==> src/rtl/lightgun_arbiter.sv <==
// lightgun_arbiter
// Arbitrates light-gun hit pulses from up to two guns into a single PPU
// H/V counter latch request. One gun is armed per frame; the first accepted
// hit of the frame drives PPU_LATCH_N low for HOLD_LEN cycles, and a frame
// that ends without a hit flags a sticky MISS for the armed gun.
//
// Optional build macro: LIGHTGUN_ARB_DEBOUNCE_EN
//   When defined, a falling edge on the active gun input is accepted only
//   after the sampled level has been low for two consecutive cycles, which
//   filters single-cycle glitches at the cost of one extra cycle of latency.
module lightgun_arbiter #(
  parameter logic [7:0] HOLD_LEN = 8'd4
) (
  input  logic       CLK,
  input  logic       RESET,
  input  logic       VDE,
  input  logic       P6_A,
  input  logic       P6_B,
  input  logic       EN_B,
  input  logic       ALT,
  output logic       PPU_LATCH_N,
  output logic       LATCH_STB,
  output logic       GUN_SEL,
  output logic [1:0] MISS,
  output logic [1:0] STATE
);

  typedef enum logic [1:0] {
    ST_IDLE  = 2'd0,
    ST_ARMED = 2'd1,
    ST_HOLD  = 2'd2,
    ST_DONE  = 2'd3
  } state_t;

  // Edge helpers on sampled (registered) levels.
  function automatic logic rise_edge(input logic cur, input logic prev);
    return cur & ~prev;
  endfunction

  function automatic logic fall_edge(input logic cur, input logic prev);
    return prev & ~cur;
  endfunction

  // Input sample registers and their one-cycle-delayed copies.
  logic vde_q, vde_dly_q;
  logic p6a_q, p6a_dly_q;
  logic p6b_q, p6b_dly_q;
`ifdef LIGHTGUN_ARB_DEBOUNCE_EN
  logic p6a_dly2_q, p6b_dly2_q;
`endif

  // FSM and output registers.
  state_t     state_q, state_d;
  logic [7:0] cnt_q, cnt_d;
  logic       latch_n_q, latch_n_d;
  logic       stb_q, stb_d;
  logic       gun_sel_q, gun_sel_d;
  logic [1:0] miss_q, miss_d;

  logic frame_start_s;
  logic frame_end_s;
  logic p6_act_s;
  logic p6_act_dly_s;
  logic hit_s;

  // Sample asynchronous-ish inputs once; all decisions use these copies.
  always_ff @(posedge CLK) begin
    if (RESET) begin
      vde_q      <= 1'b0;
      vde_dly_q  <= 1'b0;
      p6a_q      <= 1'b1;
      p6a_dly_q  <= 1'b1;
      p6b_q      <= 1'b1;
      p6b_dly_q  <= 1'b1;
`ifdef LIGHTGUN_ARB_DEBOUNCE_EN
      p6a_dly2_q <= 1'b1;
      p6b_dly2_q <= 1'b1;
`endif
    end else begin
      vde_q      <= VDE;
      vde_dly_q  <= vde_q;
      p6a_q      <= P6_A;
      p6a_dly_q  <= p6a_q;
      p6b_q      <= P6_B;
      p6b_dly_q  <= p6b_q;
`ifdef LIGHTGUN_ARB_DEBOUNCE_EN
      p6a_dly2_q <= p6a_dly_q;
      p6b_dly2_q <= p6b_dly_q;
`endif
    end
  end

  assign frame_start_s = rise_edge(vde_q, vde_dly_q);
  assign frame_end_s   = fall_edge(vde_q, vde_dly_q);

  // Only the gun armed for this frame can produce a hit.
  assign p6_act_s     = gun_sel_q ? p6b_q     : p6a_q;
  assign p6_act_dly_s = gun_sel_q ? p6b_dly_q : p6a_dly_q;

`ifdef LIGHTGUN_ARB_DEBOUNCE_EN
  logic p6_act_dly2_s;
  assign p6_act_dly2_s = gun_sel_q ? p6b_dly2_q : p6a_dly2_q;
  // High followed by two consecutive low samples.
  assign hit_s = fall_edge(p6_act_dly_s, p6_act_dly2_s) & ~p6_act_s;
`else
  assign hit_s = fall_edge(p6_act_s, p6_act_dly_s);
`endif

  // State, counter and registered-output update.
  always_ff @(posedge CLK) begin
    if (RESET) begin
      state_q   <= ST_IDLE;
      cnt_q     <= 8'd0;
      latch_n_q <= 1'b1;
      stb_q     <= 1'b0;
      gun_sel_q <= 1'b0;
      miss_q    <= 2'b00;
    end else begin
      state_q   <= state_d;
      cnt_q     <= cnt_d;
      latch_n_q <= latch_n_d;
      stb_q     <= stb_d;
      gun_sel_q <= gun_sel_d;
      miss_q    <= miss_d;
    end
  end

  // Next-state logic: frame start overrides everything, including HOLD.
  always_comb begin
    state_d   = state_q;
    cnt_d     = cnt_q;
    latch_n_d = 1'b1;
    stb_d     = 1'b0;
    gun_sel_d = gun_sel_q;
    miss_d    = miss_q;

    if (frame_start_s) begin
      state_d   = ST_ARMED;
      cnt_d     = 8'd0;
      gun_sel_d = (ALT & EN_B) ? ~gun_sel_q : 1'b0;
    end else begin
      case (state_q)
        ST_ARMED: begin
          // A hit beats a coincident frame end.
          if (hit_s) begin
            state_d           = ST_HOLD;
            cnt_d             = HOLD_LEN;
            latch_n_d         = 1'b0;
            stb_d             = 1'b1;
            miss_d[gun_sel_q] = 1'b0;
          end else if (frame_end_s) begin
            state_d           = ST_IDLE;
            miss_d[gun_sel_q] = 1'b1;
          end else begin
            state_d = ST_ARMED;
          end
        end
        ST_HOLD: begin
          // cnt_q counts the low cycles still owed, including this one.
          if (cnt_q <= 8'd1) begin
            state_d = ST_DONE;
            cnt_d   = 8'd0;
          end else begin
            cnt_d     = cnt_q - 8'd1;
            latch_n_d = 1'b0;
          end
        end
        ST_IDLE: begin
          state_d = ST_IDLE;
        end
        ST_DONE: begin
          state_d = ST_DONE;
        end
        default: begin
          state_d = ST_IDLE;
          cnt_d   = 8'd0;
        end
      endcase
    end
  end

  assign PPU_LATCH_N = latch_n_q;
  assign LATCH_STB   = stb_q;
  assign GUN_SEL     = gun_sel_q;
  assign MISS        = miss_q;
  assign STATE       = state_q;

endmodule

==> config.mk <==
export PLATFORM = sky130hd
export DESIGN_NAME = lightgun_arbiter
export DESIGN_NICKNAME = d
export VERILOG_FILES = /design/src/rtl/lightgun_arbiter.sv
export SDC_FILE = /design/constraint.sdc
export NUM_CORES = 1
export LEC_CHECK = 0
export BUFFER_PORTS_ARGS = -buffer_cell sky130_fd_sc_hd__buf_2
export CAP_MARGIN = 20
export CORE_UTILIZATION = 50
export CTS_CLUSTER_SIZE = 12
export DETAILED_ROUTE_END_ITERATION = 12
export GPL_ROUTABILITY_DRIVEN = 0
export GPL_TIMING_DRIVEN = 0
export PLACE_DENSITY_LB_ADDON = 0.12
export SETUP_SLACK_MARGIN = 0.1
export SYNTH_ARGS = -nofsm -noshare
export SYNTH_HDL_FRONTEND = slang
export SYNTH_SLANG_ARGS = --single-unit
==> constraint.sdc <==
create_clock -name CLK -period 4.57 [get_ports CLK]
set_clock_uncertainty 0.1 [all_clocks]
set_input_delay 0.2285 -clock CLK [delete_from_list [all_inputs] [get_ports CLK]]
set_output_delay 0.2285 -clock CLK [all_outputs]
set_load 0.03 [all_outputs]
==> metrics.yaml, run 1 <==
antenna_found_initial: 0
hold_viol: 0
powerDensity_nw_per_um2: 390.2
clock.fmax_mhz: 464.9
comb_power_share_pct: 33.4
ys_seq_area_share_pct: 40.68
area_delta_synth_final_pct: 14.16
arrival_ps: 2300
grt-ovfl-total: 0
stdcell_count: 162
reg2reg_slack_ps: 2420
worstPathRequired_ps: 4720
path_max_fanout: 8
die_y_um: 47.47
fin_setup_tns_ps: 0
core_um2: 1962
antenna_left: 0
timing.max_cap.violations: 0
netSwitchingPower_mw: 0.1590
drc: 0
grt_pass1_vias: 773
maxSlewHeadroom_pct: 60.97
post-synth-top-area-cell: "dfxtp_1"
synth_area_per_cell_um2: 8.909
rsz0062_at_grt: "no"
design_area_um2: 1180
async_reset_ff_share_pct: 0
power_frac_seq_pct: 46.8
io_buffers: 13
clk_pin_slew_worst_paths_ps: 120
netlist.area_leader.share_pct: 40.68
dr.pass1.iters: 4
cts.htree.levels: 1
crit_path_start_kind: "flip-flop"
postSynthCellCount: 116
num_vias: 880
startpoint: "STATE[1]"
routedWlPerCell_um: 11.77
initial_core_util_pct: 52.68
synthDistinctLibCells: 39
r2r_end: "cnt_q[4]"
synthesis.area_um2: 1033
intPower_mw: 0.3015
crit_path_end: "cnt_q[4]"
nets: 148
cts_setup_buffers: 0
cts.sinks: 21
grt.total_usage_pct: 20.48
yosys_most_used_dff: "dfxtp_1"
place_inst: 156
synth_commonest_cells: "dfxtp_1 (21), a21oi_1 (8), o21ai_0 (8)"
setup_viol: 0
viasPerCell: 5.432
cts_buffers: 3
worstMarginPinSlew_ps: 581.6
rows: 16
r2r_start: "STATE[1]"
slew_violations: 0
r2r_cells: 6
cts_tree: "done"
path_class: "reg -> reg"
synth_nets: 128
synth.most_common_cell: "dfxtp_1"
dpl_cell_area_um2: 1132
cts_resized: 0
n_antenna_cell: 0
clock_latency_ps: 310
post-route-min-period_ps: 2151
yosysWarnings: 0
drive_gt1_share_pct: 23.70
synth-edff-count: 0
die_w_um: 47.47
pwr-share-clk_pct: 19.8
hold_buffers: 2
root_buffer: "clkbuf_4"
post-route-period-util_pct: 47.07
status: "finished, final reports clean"
synth-seq-cells: 21
die_area_um2: 2253
yosys-top-cells-area: "dfxtp_1 (41%), ha_1 (6.1%), or2_2 (4.2%)"
end_kind: "flip-flop"
pin_count: 14
min_path_type: "in -> reg"
grt_max_degree: 13
leakagePower_nw: 0.4787
switching_share_pct: 34.53
dr.first_iter.drc_count: 17
finalWirelength_mm: 1.906
irDropWorstVdd_v: 0.0002413
grt_pass1_wl_mm: 3.153
cts_buffer_depth: 2
dpl.hpwl_mm: 1.392
[power groups by stage]
stage / registers [mW] / clock network (mW) / logic [mW]
floorplan: 0.225 / 0 / 0.114
global placement: 0.218 / 0 / 0.149
detailed placement: 0.219 / 0 / 0.152
CTS: 0.215 / 0.0952 / 0.154
global route: 0.219 / 0.104 / 0.173
finish: 0.215 / 0.0911 / 0.154
[per-layer routing]
layer	share of wire [%]	track usage [%]	vias up
met5	0	0	-
met3	2.2	4.528	4
met1	47	25.58	409
met2	48	32.33	13
met4	2.7	12.00	0
li1	-	-	454
[kinds of logic (layout without fill, tap and decap cells)]
group	count (synthesis)	in the layout	synth area share, %
and+or+nand+nor	46	46	27.12
AOI/OAI and AO/OA	31	31	18.77
DFF	21	21	40.68
buffers and inverters	9	28	3.510
adders and majority gates	6	6	7.022
muxes	2	2	2.058
xor gates and xnor gates	1	1	0.8476
[flip-flops by register name (all words and copies together) (netlist names), named ones only]
register and flops:
p6b_dly_q 1, p6a_dly_q 1, vde_q 1, GUN_SEL 1, p6a_q 1, STATE 2, p6b_q 1, PPU_LATCH_N 1
vde_dly_q 1, LATCH_STB 1, cnt_q 8
[layout by cell type, fill, tap and decap left out, types with 2 or more instances in the layout]
| cell type | synthesis | routed |
|---|---|---|
| clkbuf_4 | 0 | 3 |
| o22ai_1 | 2 | 2 |
| nand2_1 | 5 | 5 |
| nand3_1 | 2 | 2 |
| or4_2 | 2 | 2 |
| nand2b_1 | 4 | 4 |
| nor2b_1 | 6 | 6 |
| buf_2 | 2 | 15 |
| a21oi_1 | 8 | 8 |
| ha_1 | 5 | 5 |
| dfxtp_1 | 21 | 21 |
| or2_2 | 7 | 7 |
| dlygate4sd3_1 | 0 | 2 |
| nor2_1 | 5 | 5 |
| inv_1 | 6 | 6 |
| o31ai_1 | 3 | 3 |
| or3_1 | 5 | 5 |
| o21ai_0 | 8 | 8 |
| nor3b_1 | 2 | 2 |
| and3_1 | 2 | 2 |
[through the flow]
stage | hold slack (ps) | total power, mW | setup slack [ps] | util (%)
final | 22.65 | 0.4604 | 2419 | 60.14
after CTS | 23.07 | 0.4641 | 2435 | 60.14
after global routing | 16.47 | 0.4961 | 2320 | 60.14
after global placement | 312.0 | 0.3673 | 2513 | 57.72
after detailed placement | 317.7 | 0.3711 | 2460 | 57.72
after floorplan | 218.2 | 0.3388 | 2494 | -
[worst min-delay path by stage]
stage,depth (start not counted),start,endpoint
after floorplan,1,RESET,cnt_q[2]
after global placement,2,P6_A,p6a_q
after detailed placement,2,P6_B,p6b_q
after CTS,2,VDE,vde_q
after global routing,2,VDE,vde_q
final,2,VDE,vde_q
[area by class of cell]
cell class / count / area (um2)
Timing Repair Buffer: 15 / 85.08
Fill cell: 200 / 782.0
Tap cell: 27 / 33.78
Clock inverter: 1 / 5.005
Multi-Input combinational cell: 86 / 576.8
Clock buffer: 3 / 22.52
Sequential cell: 21 / 420.4
Inverter: 6 / 22.52
Buffer: 3 / 13.76
[worst max-delay path: stages (launching register included)]
cell and delay [ps]:
dfxtp_1 420, inv_1 60, ha_1 260, nand2_1 190, o221ai_1 240, or4_2 670, a21oi_1 160
Note: power is estimated with default switching activity, not from simulation.
==> run 2, diff against run 1 <==
Settings changed: CORE_UTILIZATION 50 to 49.
Clock period 4.57 ns to 1.94 ns, I/O delays scaled along.
==> metrics.yaml, run 2 (synthesis gave the netlist of run 1 again) <==
routedWlPerCell_um: 12.63  # was 11.77 um
worstPathRequired_ps: 2090  # was 4720 ps
end_kind: "flip-flop"  # unchanged
clock_latency_ps: 300  # was 310 ps
r2r_cells: 4  # was 6
antenna_found_initial: 0  # unchanged
die_area_um2: 2297  # was 2253 um2
clock.fmax_mhz: 562.0  # was 464.9 MHz
reg2reg_slack_ps: 160  # was 2420 ps
cts_buffers: 3  # unchanged
top_register: "cnt_q"  # unchanged
die_w_um: 47.93  # was 47.47 um
initial_core_util_pct: 52.15  # was 52.68%
design_area_um2: 1350  # was 1180 um2
leakagePower_nw: 0.5467  # was 0.4787 nW
root_buffer: "clkbuf_4"  # unchanged
stdcell_count: 168  # was 162
path_class: "reg -> reg"  # unchanged
setup_viol: 0  # unchanged
status: "finished, final reports clean"  # unchanged
slew_violations: 0  # unchanged
crit_chain: "or3_4 -> or2_4 -> or4_4 -> a21oi_2"  # was inv_1 -> ha_1 -> nand2_1 -> o221ai_1 -> or4_2 -> a21oi_1
n_antenna_cell: 0  # unchanged
timing.max_cap.violations: 0  # unchanged
final_common_cell: "dfxtp_1"  # unchanged
dr.first_iter.drc_count: 15  # was 17
grt_pass1_wl_mm: 3.305  # was 3.153 mm
dpl_cell_area_um2: 1154  # was 1132 um2
cp_top_family: "simple AND/OR/NAND/NOR gates"  # unchanged
min_path_type: "in -> reg"  # unchanged
powerDensity_nw_per_um2: 881.6  # was 390.2 nW/um2
die_y_um: 47.93  # was 47.47 um
area_delta_synth_final_pct: 30.63  # was 14.16%
fin_setup_tns_ps: 0  # unchanged
cts_buffer_depth: 2  # unchanged
cts.htree.levels: 1  # unchanged
slowest_stage: "or4_4"  # was or4_2
finalWirelength_mm: 2.121  # was 1.906 mm
arrival_ps: 1930  # was 2300 ps
irDropWorstVdd_v: 0.0005924  # was 0.0002413 V
drc: 0  # unchanged
max_stage_delay_ps: 510  # was 670 ps
drive_gt1_share_pct: 38.30  # was 23.70%
num_vias: 913  # was 880
path_buf_inv: 0  # was 1
hold_viol: 0  # unchanged
dr.pass1.iters: 4  # unchanged
rows: 16  # unchanged
grt-ovfl-total: 0  # unchanged
path_max_fanout: 5  # was 8
grt.total_usage_pct: 20.91  # was 20.48%
hold_path_end: "GUN_SEL"  # was vde_q
cts.sinks: 21  # unchanged
layout_common_cells: "dfxtp_1 (17), buf_2 (13), o21ai_0 (8)"  # was dfxtp_1 (21), buf_2 (15), o21ai_0 (8), a21oi_1 (8), or2_2 (7)
clk_pin_slew_worst_paths_ps: 120  # about the same
core_um2: 1982  # was 1962 um2
crit_path_start_kind: "flip-flop"  # unchanged
io_buffers: 13  # unchanged
pin_count: 14  # unchanged
cts_tree: "done"  # unchanged
viasPerCell: 5.435  # was 5.432
grt_max_degree: 13  # unchanged
hp-start: "EN_B"  # was VDE
r2r_end: "cnt_q[7]"  # was cnt_q[4]
nets: 154  # was 148
dpl.hpwl_mm: 1.438  # was 1.392 mm
antenna_left: 0  # unchanged
holdPathStages: 4  # was 2
fin_total_pwr_mw: 1.190  # was 0.4604 mW
maxSlewHeadroom_pct: 64.43  # was 60.97%
rsz0062_at_grt: "yes"  # was no
place_inst: 156  # unchanged
largest_reg_flops: 8  # unchanged
r2r_start: "cnt_q[4]"  # was STATE[1]
worstMarginPinSlew_ps: 532.5  # was 581.6 ps
grt_pass1_vias: 797  # was 773
post-route-min-period_ps: 1779  # was 2151 ps
post-route-period-util_pct: 91.72  # was 47.07%
==> run 2: through the flow <==
| step | setup WS, ps | hold slack [ps] | utilization (%) |
|---|---|---|---|
| after floorplan | 123.8 | 86.69 | - |
| after global placement | 73.88 | 181.1 | 58.21 |
| after detailed placement | 54.03 | 183.1 | 58.21 |
| after CTS | 99.32 | 23.56 | 65.78 |
| after global routing | 41.50 | 48.14 | 68.12 |
| final | 160.7 | 27.46 | 68.12 |
==> run 2: final cells by class <==
| cell class | count | area, um2 |
|---|---|---|
| Buffer | 3 | 26.28 |
| Clock buffer | 3 | 22.52 |
| Clock inverter | 1 | 5.005 |
| Fill cell | 174 | 631.9 |
| Inverter | 6 | 22.52 |
| Multi-Input combinational cell | 86 | 671.9 |
| Sequential cell | 21 | 432.9 |
| Tap cell | 27 | 33.78 |
| Timing Repair Buffer | 21 | 135.1 |
==> run 2: power breakdown <==
| part | switching, mW | internal, mW | leakage (nW) |
|---|---|---|---|
| logic | 0.242 | 0.225 | 0.355 |
| registers | 0.0393 | 0.475 | 0.174 |
| clock network | 0.133 | 0.0768 | 0.0177 |
| total | 0.414 | 0.777 | 0.547 |
==> run 2: worst max-delay path by stage <==
stage	cells past startpoint	end	slack, ps	start
after floorplan	7	cnt_q[4]	120	STATE[0]
after global placement	7	cnt_q[4]	70	STATE[0]
after detailed placement	7	cnt_q[4]	50	STATE[0]
after CTS	7	cnt_q[4]	100	STATE[0]
after global routing	6	cnt_q[1]	40	cnt_q[0]
final	4	cnt_q[7]	160	cnt_q[4]
==> run 2: per-layer routing <==
| metal | GRT usage (%) | vias to the layer above | wire length (um) |
|---|---|---|---|
| met4 | 10.56 | 0 | 22 |
| li1 | - | 469 | - |
| met1 | 26.08 | 424 | 998 |
| met5 | 0 | - | 0 |
| met2 | 33.78 | 16 | 1028 |
| met3 | 4.528 | 4 | 71 |
==> run 2: repair_timing <==
item	4_1_cts	5_1_grt
buffers inserted	4	0
hold buffers	4	0
hold endpoints to repair	6	0
gates resized for setup	9	17
pin swaps	3	1
endpoints found under the setup margin	9	8
==> run 2: tightest hold or removal path, cell delays in order <==
cell	delay, ps
buf_2	90
nand3_1	50
mux2_2	130
nor2_1	30
